## src/rtl/write_reg_hazard.sv

```systemverilog
// Hazard unit for a five-stage pipeline.
// It carries WriteReg, RegWrite and MemtoReg from Execute through Memory to
// Writeback, then derives forwarding selects and stall/flush controls from
// those copies. Register 0 never forwards and never stalls.
module write_reg_hazard (
    input  logic       clock,
    input  logic       reset,
    input  logic [4:0] RsD,
    input  logic [4:0] RtD,
    input  logic       BranchD,
    input  logic [4:0] RsE,
    input  logic [4:0] RtE,
    input  logic [4:0] WriteRegE,
    input  logic       RegWriteE,
    input  logic       MemtoRegE,
    output logic [4:0] WriteRegM,
    output logic [4:0] WriteRegW,
    output logic       RegWriteM,
    output logic       RegWriteW,
    output logic [1:0] ForwardAE,
    output logic [1:0] ForwardBE,
    output logic       ForwardAD,
    output logic       ForwardBD,
    output logic       StallF,
    output logic       StallD,
    output logic       FlushE
);

    logic memtoRegM;
    logic lwStall;
    logic branchStall;
    logic decodeHitsE;
    logic decodeHitsM;

    // Shift the destination bookkeeping E->M->W every cycle; FlushE is
    // deliberately ignored here because the bubble arrives from ID/EX.
    always_ff @(posedge clock) begin
        if (reset) begin
            WriteRegM <= 5'd0;
            RegWriteM <= 1'b0;
            memtoRegM <= 1'b0;
            WriteRegW <= 5'd0;
            RegWriteW <= 1'b0;
        end else begin
            WriteRegM <= WriteRegE;
            RegWriteM <= RegWriteE;
            memtoRegM <= MemtoRegE;
            WriteRegW <= WriteRegM;
            RegWriteW <= RegWriteM;
        end
    end

    // Execute operand selects: the Memory stage is younger, so it wins.
    always_comb begin
        ForwardAE = 2'b00;
        ForwardBE = 2'b00;
        if (RsE != 5'd0 && RegWriteM && RsE == WriteRegM) begin
            ForwardAE = 2'b10;
        end else if (RsE != 5'd0 && RegWriteW && RsE == WriteRegW) begin
            ForwardAE = 2'b01;
        end
        if (RtE != 5'd0 && RegWriteM && RtE == WriteRegM) begin
            ForwardBE = 2'b10;
        end else if (RtE != 5'd0 && RegWriteW && RtE == WriteRegW) begin
            ForwardBE = 2'b01;
        end
    end

    // The Decode branch comparator can only take the Memory-stage ALU result.
    always_comb begin
        ForwardAD = (RsD != 5'd0) && RegWriteM && (RsD == WriteRegM);
        ForwardBD = (RtD != 5'd0) && RegWriteM && (RtD == WriteRegM);
    end

    // Stall on a load-use pair, or on a branch whose operands are not yet
    // available to the Decode comparator; PC, IF/ID and ID/EX act together.
    always_comb begin
        decodeHitsE = (WriteRegE != 5'd0) &&
                      ((WriteRegE == RsD) || (WriteRegE == RtD));
        decodeHitsM = (WriteRegM != 5'd0) &&
                      ((WriteRegM == RsD) || (WriteRegM == RtD));
        lwStall     = MemtoRegE && decodeHitsE;
        branchStall = BranchD && ((RegWriteE && decodeHitsE) ||
                                  (memtoRegM && decodeHitsM));
        StallF      = lwStall || branchStall;
        StallD      = lwStall || branchStall;
        FlushE      = lwStall || branchStall;
    end

endmodule

```

## config.mk

```make
export PLATFORM = sky130hd
export DESIGN_NAME = write_reg_hazard
export DESIGN_NICKNAME = d
export VERILOG_FILES = /design/src/rtl/write_reg_hazard.sv
export SDC_FILE = /design/constraint.sdc
export NUM_CORES = 1
export LEC_CHECK = 0
export ABC_AREA = 1
export BUFFER_PORTS_ARGS = -buffer_cell sky130_fd_sc_hd__buf_4
export CAP_MARGIN = 20
export CORE_MARGIN = 3
export CORE_UTILIZATION = 52
export CTS_BUF_LIST = sky130_fd_sc_hd__clkbuf_2 sky130_fd_sc_hd__clkbuf_4 sky130_fd_sc_hd__clkbuf_8
export DETAILED_ROUTE_END_ITERATION = 8
export GPL_TIMING_DRIVEN = 1
export PLACE_DENSITY = 0.9
export SETUP_SLACK_MARGIN = 0.02
export SLEW_MARGIN = 20
export SYNTH_ARGS = -nofsm -noshare
export SYNTH_HDL_FRONTEND = slang
export SYNTH_SLANG_ARGS = --single-unit
```

## constraint.sdc

```tcl
create_clock -name clock -period 3.4 [get_ports clock]
set_input_delay 0.34 -clock clock [delete_from_list [all_inputs] [get_ports clock]]
set_output_delay 0.34 -clock clock [all_outputs]
set_load 0.01 [all_outputs]
```

Word-level counts from Yosys, hierarchy flattened --
Index checks and enable logic that the tools add are counted.
Word-level totals: register bits after elaboration 13, bits of input ports 30, output and inout bits 21, logic and storage cells 47
Cells by class: equality and inequality tests 10, multiplexer cells 4, reduce and logical (&&, ||, !) cells 28
Operators with widths (number):
- $eq 5x5->1 | 10
- $reduce_bool 5->1 | 6
- $logic_and 1x1->1 | 18
- $logic_or 1x1->1 | 4
- $mux 2 | 2
- $mux 1 | 2

Depth between registers and ports, before layout --
depth after elaboration 7, mapped depth 10, mapped depth without buffers 8

Least setup slack after synthesis --
OpenSTA, ideal clock, no wires.
kind register to output, start register WriteRegM[2], end output StallD, data arrival time 1.229 ns, data required time 3.060 ns, path slack 1.831 ns, stages on the path, launching flop included 11, buffers on the path 2, cells stage by stage dfxtp_1 -> clkbuf_2 -> inv_1 -> nand2_1 -> nand2_1 -> nor2_1 -> nand3_1 -> nand2_1 -> nand2_1 -> nand2_1 -> buf_4
On the way: cells in the longest elaborated chain, start to end 7, elaborated cells on any way between the ends 9, those cells by class 2 x eq/ne; 7 x reduce/logical
Ends and longest elaborated chain:
- start, declared | RTL line 16 | output logic [4:0] WriteRegM,
- start signal, assigned | RTL line 45 | WriteRegM <= WriteRegE;
- $eq 5x5->1 | RTL line 81 | ((WriteRegM == RsD) || (WriteRegM == RtD));
- $logic_or 1x1->1 | RTL line 81
- $logic_and 1x1->1 (*) | RTL line 80 | decodeHitsM = (WriteRegM != 5'd0) &&
- $logic_and 1x1->1 (*) | RTL line 84 | (memtoRegM && decodeHitsM));
- $logic_or 1x1->1 (*) | RTL line 83 | branchStall = BranchD && ((RegWriteE && decodeHitsE) ||
- $logic_and 1x1->1 (*) | RTL line 83
- $logic_or 1x1->1 (*)
- end, declared | RTL line 25 | output logic StallD,
Every way passes the cells marked *; elsewhere a longest branch is shown, timed or not.

Worst setup path in the final report --
start register WriteRegM[4], end output FlushE
On the way: cells in the longest elaborated chain, start to end 7, elaborated cells on any way between the ends 9, those cells by class 2 x eq/ne; 7 x reduce/logical
Ends and longest elaborated chain:
- $eq 5x5->1 | RTL line 81
- $logic_or 1x1->1 | RTL line 81
- $logic_and 1x1->1 (*) | RTL line 80
- $logic_and 1x1->1 (*) | RTL line 84
- $logic_or 1x1->1 (*) | RTL line 83
- $logic_and 1x1->1 (*) | RTL line 83
- $logic_or 1x1->1 (*) | RTL line 87 | FlushE = lwStall || branchStall;
- end, declared | RTL line 26 | output logic FlushE
Marks and branches as above.

==> reports/qor.txt <==
POWER
-----------------------------------------------------------------------------------------
Sequential share of power ..................................................        0.425
Logic gate share of total power ............................................        0.318
Switching power total ......................................................     127.7 uW
Internal power component ...................................................     275.2 uW
Pwr dens ................................................................... 265.2 mW/mm^2
Proportion of total power due to net switching .............................       0.3171
Clock group share of total power ...........................................        0.257
Worst vdd rail ir drop .....................................................  0.0003638 V
Static leakage power .......................................................    0.8963 nW

SETUP PATH
-----------------------------------------------------------------------------------------
Endpoint arrival time on the critical path .................................      1.64 ns
Max Fanout on Critical Path ................................................            7
Flop2flop setup slack ......................................................      2.61 ns
Endpoint class of the critical path ........................................ primary output
WS Path Type ...............................................................      reg2out
Critical path data required time ...........................................      3.06 ns
Launching element type of the critical path ................................    flip-flop

FLOORPLAN
-----------------------------------------------------------------------------------------
Initial Util ...............................................................       0.5593
I/O Pins ...................................................................           51
Die area ................................................................... 0.002722 sq mm
Overall die width ..........................................................     52.17 um
Standard cell core area .................................................... 0.001982 sq mm
Die extent in y ............................................................     52.17 um
# rows .....................................................................           16

CLOCKING
-----------------------------------------------------------------------------------------
Number of hold buffers added after cts .....................................            0
Maximum level of the CTS H-tree ............................................            1
CTS tree ...................................................................         done
Sink count of the clock tree ...............................................           13
Clock-pin slew on the worst setup and hold paths ...........................      0.07 ns
Post-CTS Setup Inserts .....................................................            0
Number of buffers added by the clock tree synthesis step ...................            3
Deepest clock path buffer count ............................................            2
Skew-Pair Late Insertion Delay .............................................      0.28 ns
Post-cts repair resize count ...............................................            0
Clock root buffer .......................................................... sky130_fd_sc_hd__clkbuf_4

SYNTH
-----------------------------------------------------------------------------------------
Yosys warnings .............................................................            0
Mapped Nets ................................................................          239
Synth Instances ............................................................          209
Most used flip-flop cell after synthesis ................................... sky130_fd_sc_hd__dfxtp_1
Part of the Yosys area used for sequential elements ........................       0.2348
Number of different library cells in the post-synthesis netlist ............           19
Mapped Area ................................................................ 0.001109 sq mm
Proportion of register bits with asynchronous set or reset after synthesis .            0
Mean post-synth cell area ..................................................  5.304 sq um
Number of enable-type register cells in the synthesized netlist ............            0
Post-synthesis register bit count ..........................................           13

PLACE
-----------------------------------------------------------------------------------------
Count of input and output buffers ..........................................           50
Worst Setup Slack post-DPL .................................................     1.758 ns
Placer congestion estimate .................................................       0.8861
HPWL reported at the end of detailed placement .............................      2625 um

FINAL LAYOUT
-----------------------------------------------------------------------------------------
Area growth from synthesis to layout .......................................       37.02%
Share of final-layout standard cells stronger than drive strength 1 ........       0.2248
Antenna diode count ........................................................            0
Area occupied by multi-input gates .........................................  673.1 sq um
Layout filler cell count ...................................................          175
Storage cell area ..........................................................  260.3 sq um
Number of nets at the end of the flow ......................................          289

TIMING
-----------------------------------------------------------------------------------------
Final cycle utilization of the critical path ...............................       0.5810
RSZ-0062 raised after global routing .......................................           no
Setup-failing EPs final ....................................................            0
Setup tns final ............................................................         0 ns
Peak clock frequency supported by timing ...................................   0.5062 GHz
Remaining max-slew budget at the tightest pin ..............................       0.7590
Worst setup skew after layout ..............................................  0.006132 ns
Worst path setup slack after routing .......................................     1.425 ns
Slew at the pin closest to its max-slew limit ..............................    0.3609 ns
Count of final hold-check violations .......................................            0
Minimum clock period after layout ..........................................     1.975 ns
Final-report max-slew violation count ......................................            0

GRT
-----------------------------------------------------------------------------------------
Combined global-route utilization of all metal layers ......................       0.2426
Number of global-route vias before repair ..................................        1,261
Leftover overflow at the end of global routing .............................            0
Antenna violations before repair ...........................................            0
Pin count of the biggest net entering global routing .......................           14
Global-route wire length before repair .....................................      5043 um

DETAILED ROUTING
-----------------------------------------------------------------------------------------
Met1 wire length ...........................................................      1241 um
Final routed wire length divided by cell count .............................     10.86 um
Met2 wire len ..............................................................      1572 um
Top metal layer carrying routed signals ....................................         met4
Iteration count of the initial detailed-routing pass .......................            4
Detail Route Antenna Nets ..................................................            0
Final WL ...................................................................      3096 um
Vias/cell ..................................................................        4.912
Via count ..................................................................        1,400
DRC viols ..................................................................            0
Number of DRC violations after detailed-routing iteration 0 ................           46
Met3 layer wire length in the routed design ................................       239 um

FLOW RUN
-----------------------------------------------------------------------------------------
Reported max-cap violation count ...........................................            0

STATUS
-----------------------------------------------------------------------------------------
Status ..................................................................... finished clean

MIN PATH
-----------------------------------------------------------------------------------------
Hold Path Class ............................................................       in2reg

-- path summary, 6_finish.rpt --
check,start,endpoint,cells past startpoint
hold reg to reg,RegWriteM$_SDFF_PP0_,RegWriteW$_SDFF_PP0_,2
setup / recovery,WriteRegM[4]$_SDFF_PP0_,FlushE,9
hold / removal,MemtoRegE,memtoRegM$_SDFF_PP0_,3
setup reg to reg,WriteRegM[0]$_SDFF_PP0_,WriteRegW[0]$_SDFF_PP0_,2
-- cells in the mapped netlist (all sizes together), types with 3 or more instances --
cell / n / area (sq um)
nand4: 7 / 43.79
clkbuf: 3 / 13.76
nor3: 4 / 20.02
inv: 39 / 146.4
o21ai: 5 / 25.02
nor2: 33 / 123.9
a21oi: 4 / 20.02
nand2: 77 / 289.0
dfxtp: 13 / 260.3
xnor2: 7 / 61.31
nand3: 8 / 40.04
-- layout make-up --
cell class,count,share of cell area
sequential,13,0.1713
inverter,39,0.09638
clock buffer,4,0.01977
timing repair buffer,50,0.2471
multi-input combinational,152,0.4432
tap,27,0.02224
-- sequential cells by signal, indices dropped and copies added (netlist names) --
signal     cells
WriteRegW      5
RegWriteM      1
RegWriteW      1
WriteRegM      5
memtoRegM      1
-- kinds of logic after synthesis --
group / count (synthesis) / share of synthesized area
buffers and inverters: 44 / 0.1580
and+or+nand+nor: 131 / 0.4774
AOI/OAI and AO/OA: 12 / 0.05869
xor gates and xnor gates: 9 / 0.07111
DFF: 13 / 0.2348
-- cell usage in the layout, fill, tap and decap left out --
cell type	instances
sky130_fd_sc_hd__clkbuf_4	4
sky130_fd_sc_hd__nor4_1	1
sky130_fd_sc_hd__o21ai_0	5
sky130_fd_sc_hd__inv_1	36
sky130_fd_sc_hd__inv_2	3
sky130_fd_sc_hd__a21oi_1	4
sky130_fd_sc_hd__o22ai_1	2
sky130_fd_sc_hd__nor3_1	4
sky130_fd_sc_hd__or2_2	1
sky130_fd_sc_hd__xnor2_1	7
sky130_fd_sc_hd__nand3_1	8
sky130_fd_sc_hd__o211ai_1	1
sky130_fd_sc_hd__nor2_1	33
sky130_fd_sc_hd__dfxtp_1	13
sky130_fd_sc_hd__nand2_1	77
sky130_fd_sc_hd__buf_4	50
sky130_fd_sc_hd__nand4_1	7
sky130_fd_sc_hd__xor2_1	2
-- metrics by stage --
| step | util | hold WS, ns | cell area (sq um) | std cells | total power [mW] |
|---|---|---|---|---|---|
| after global routing | 0.7664 | 0.2836 | 1519 | 285 | 0.4291 |
| after CTS | 0.7664 | 0.2776 | 1519 | 285 | 0.4050 |
| after global placement | 0.7513 | 0.5420 | 1489 | 281 | 0.3007 |
| after detailed placement | 0.7513 | 0.5616 | 1489 | 281 | 0.3024 |
| final | 0.7664 | 0.2763 | 1519 | 285 | 0.4029 |
| after floorplan | - | 0.4124 | 1109 | 209 | 0.2413 |
-- critical path, stage by stage, from the launching register on --
cell                      delay, ns
sky130_fd_sc_hd__dfxtp_1       0.54
sky130_fd_sc_hd__inv_2         0.09
sky130_fd_sc_hd__nand2_1       0.07
sky130_fd_sc_hd__nand2_1       0.05
sky130_fd_sc_hd__nor2_1        0.14
sky130_fd_sc_hd__nand3_1       0.11
sky130_fd_sc_hd__nand2_1       0.09
sky130_fd_sc_hd__nand2_1       0.05
sky130_fd_sc_hd__nand2_1       0.09
sky130_fd_sc_hd__buf_4         0.13
-- power by group through the flow --
stage / Clock, mW / Combinational, mW / Sequential (mW)
detailed placement: 0 / 0.128 / 0.175
CTS: 0.106 / 0.128 / 0.171
global placement: 0 / 0.127 / 0.174
global route: 0.113 / 0.144 / 0.172
finish: 0.104 / 0.128 / 0.171
floorplan: 0 / 0.0685 / 0.173
-- per-layer routing --
layer  GRT usage  vias up
li1            -      728
met1      0.2569      605
met2      0.4644       61
met3     0.05413        6
met4     0.08085        0
met5           0        -
No activity file was read; power rests on OpenSTA's default activity.
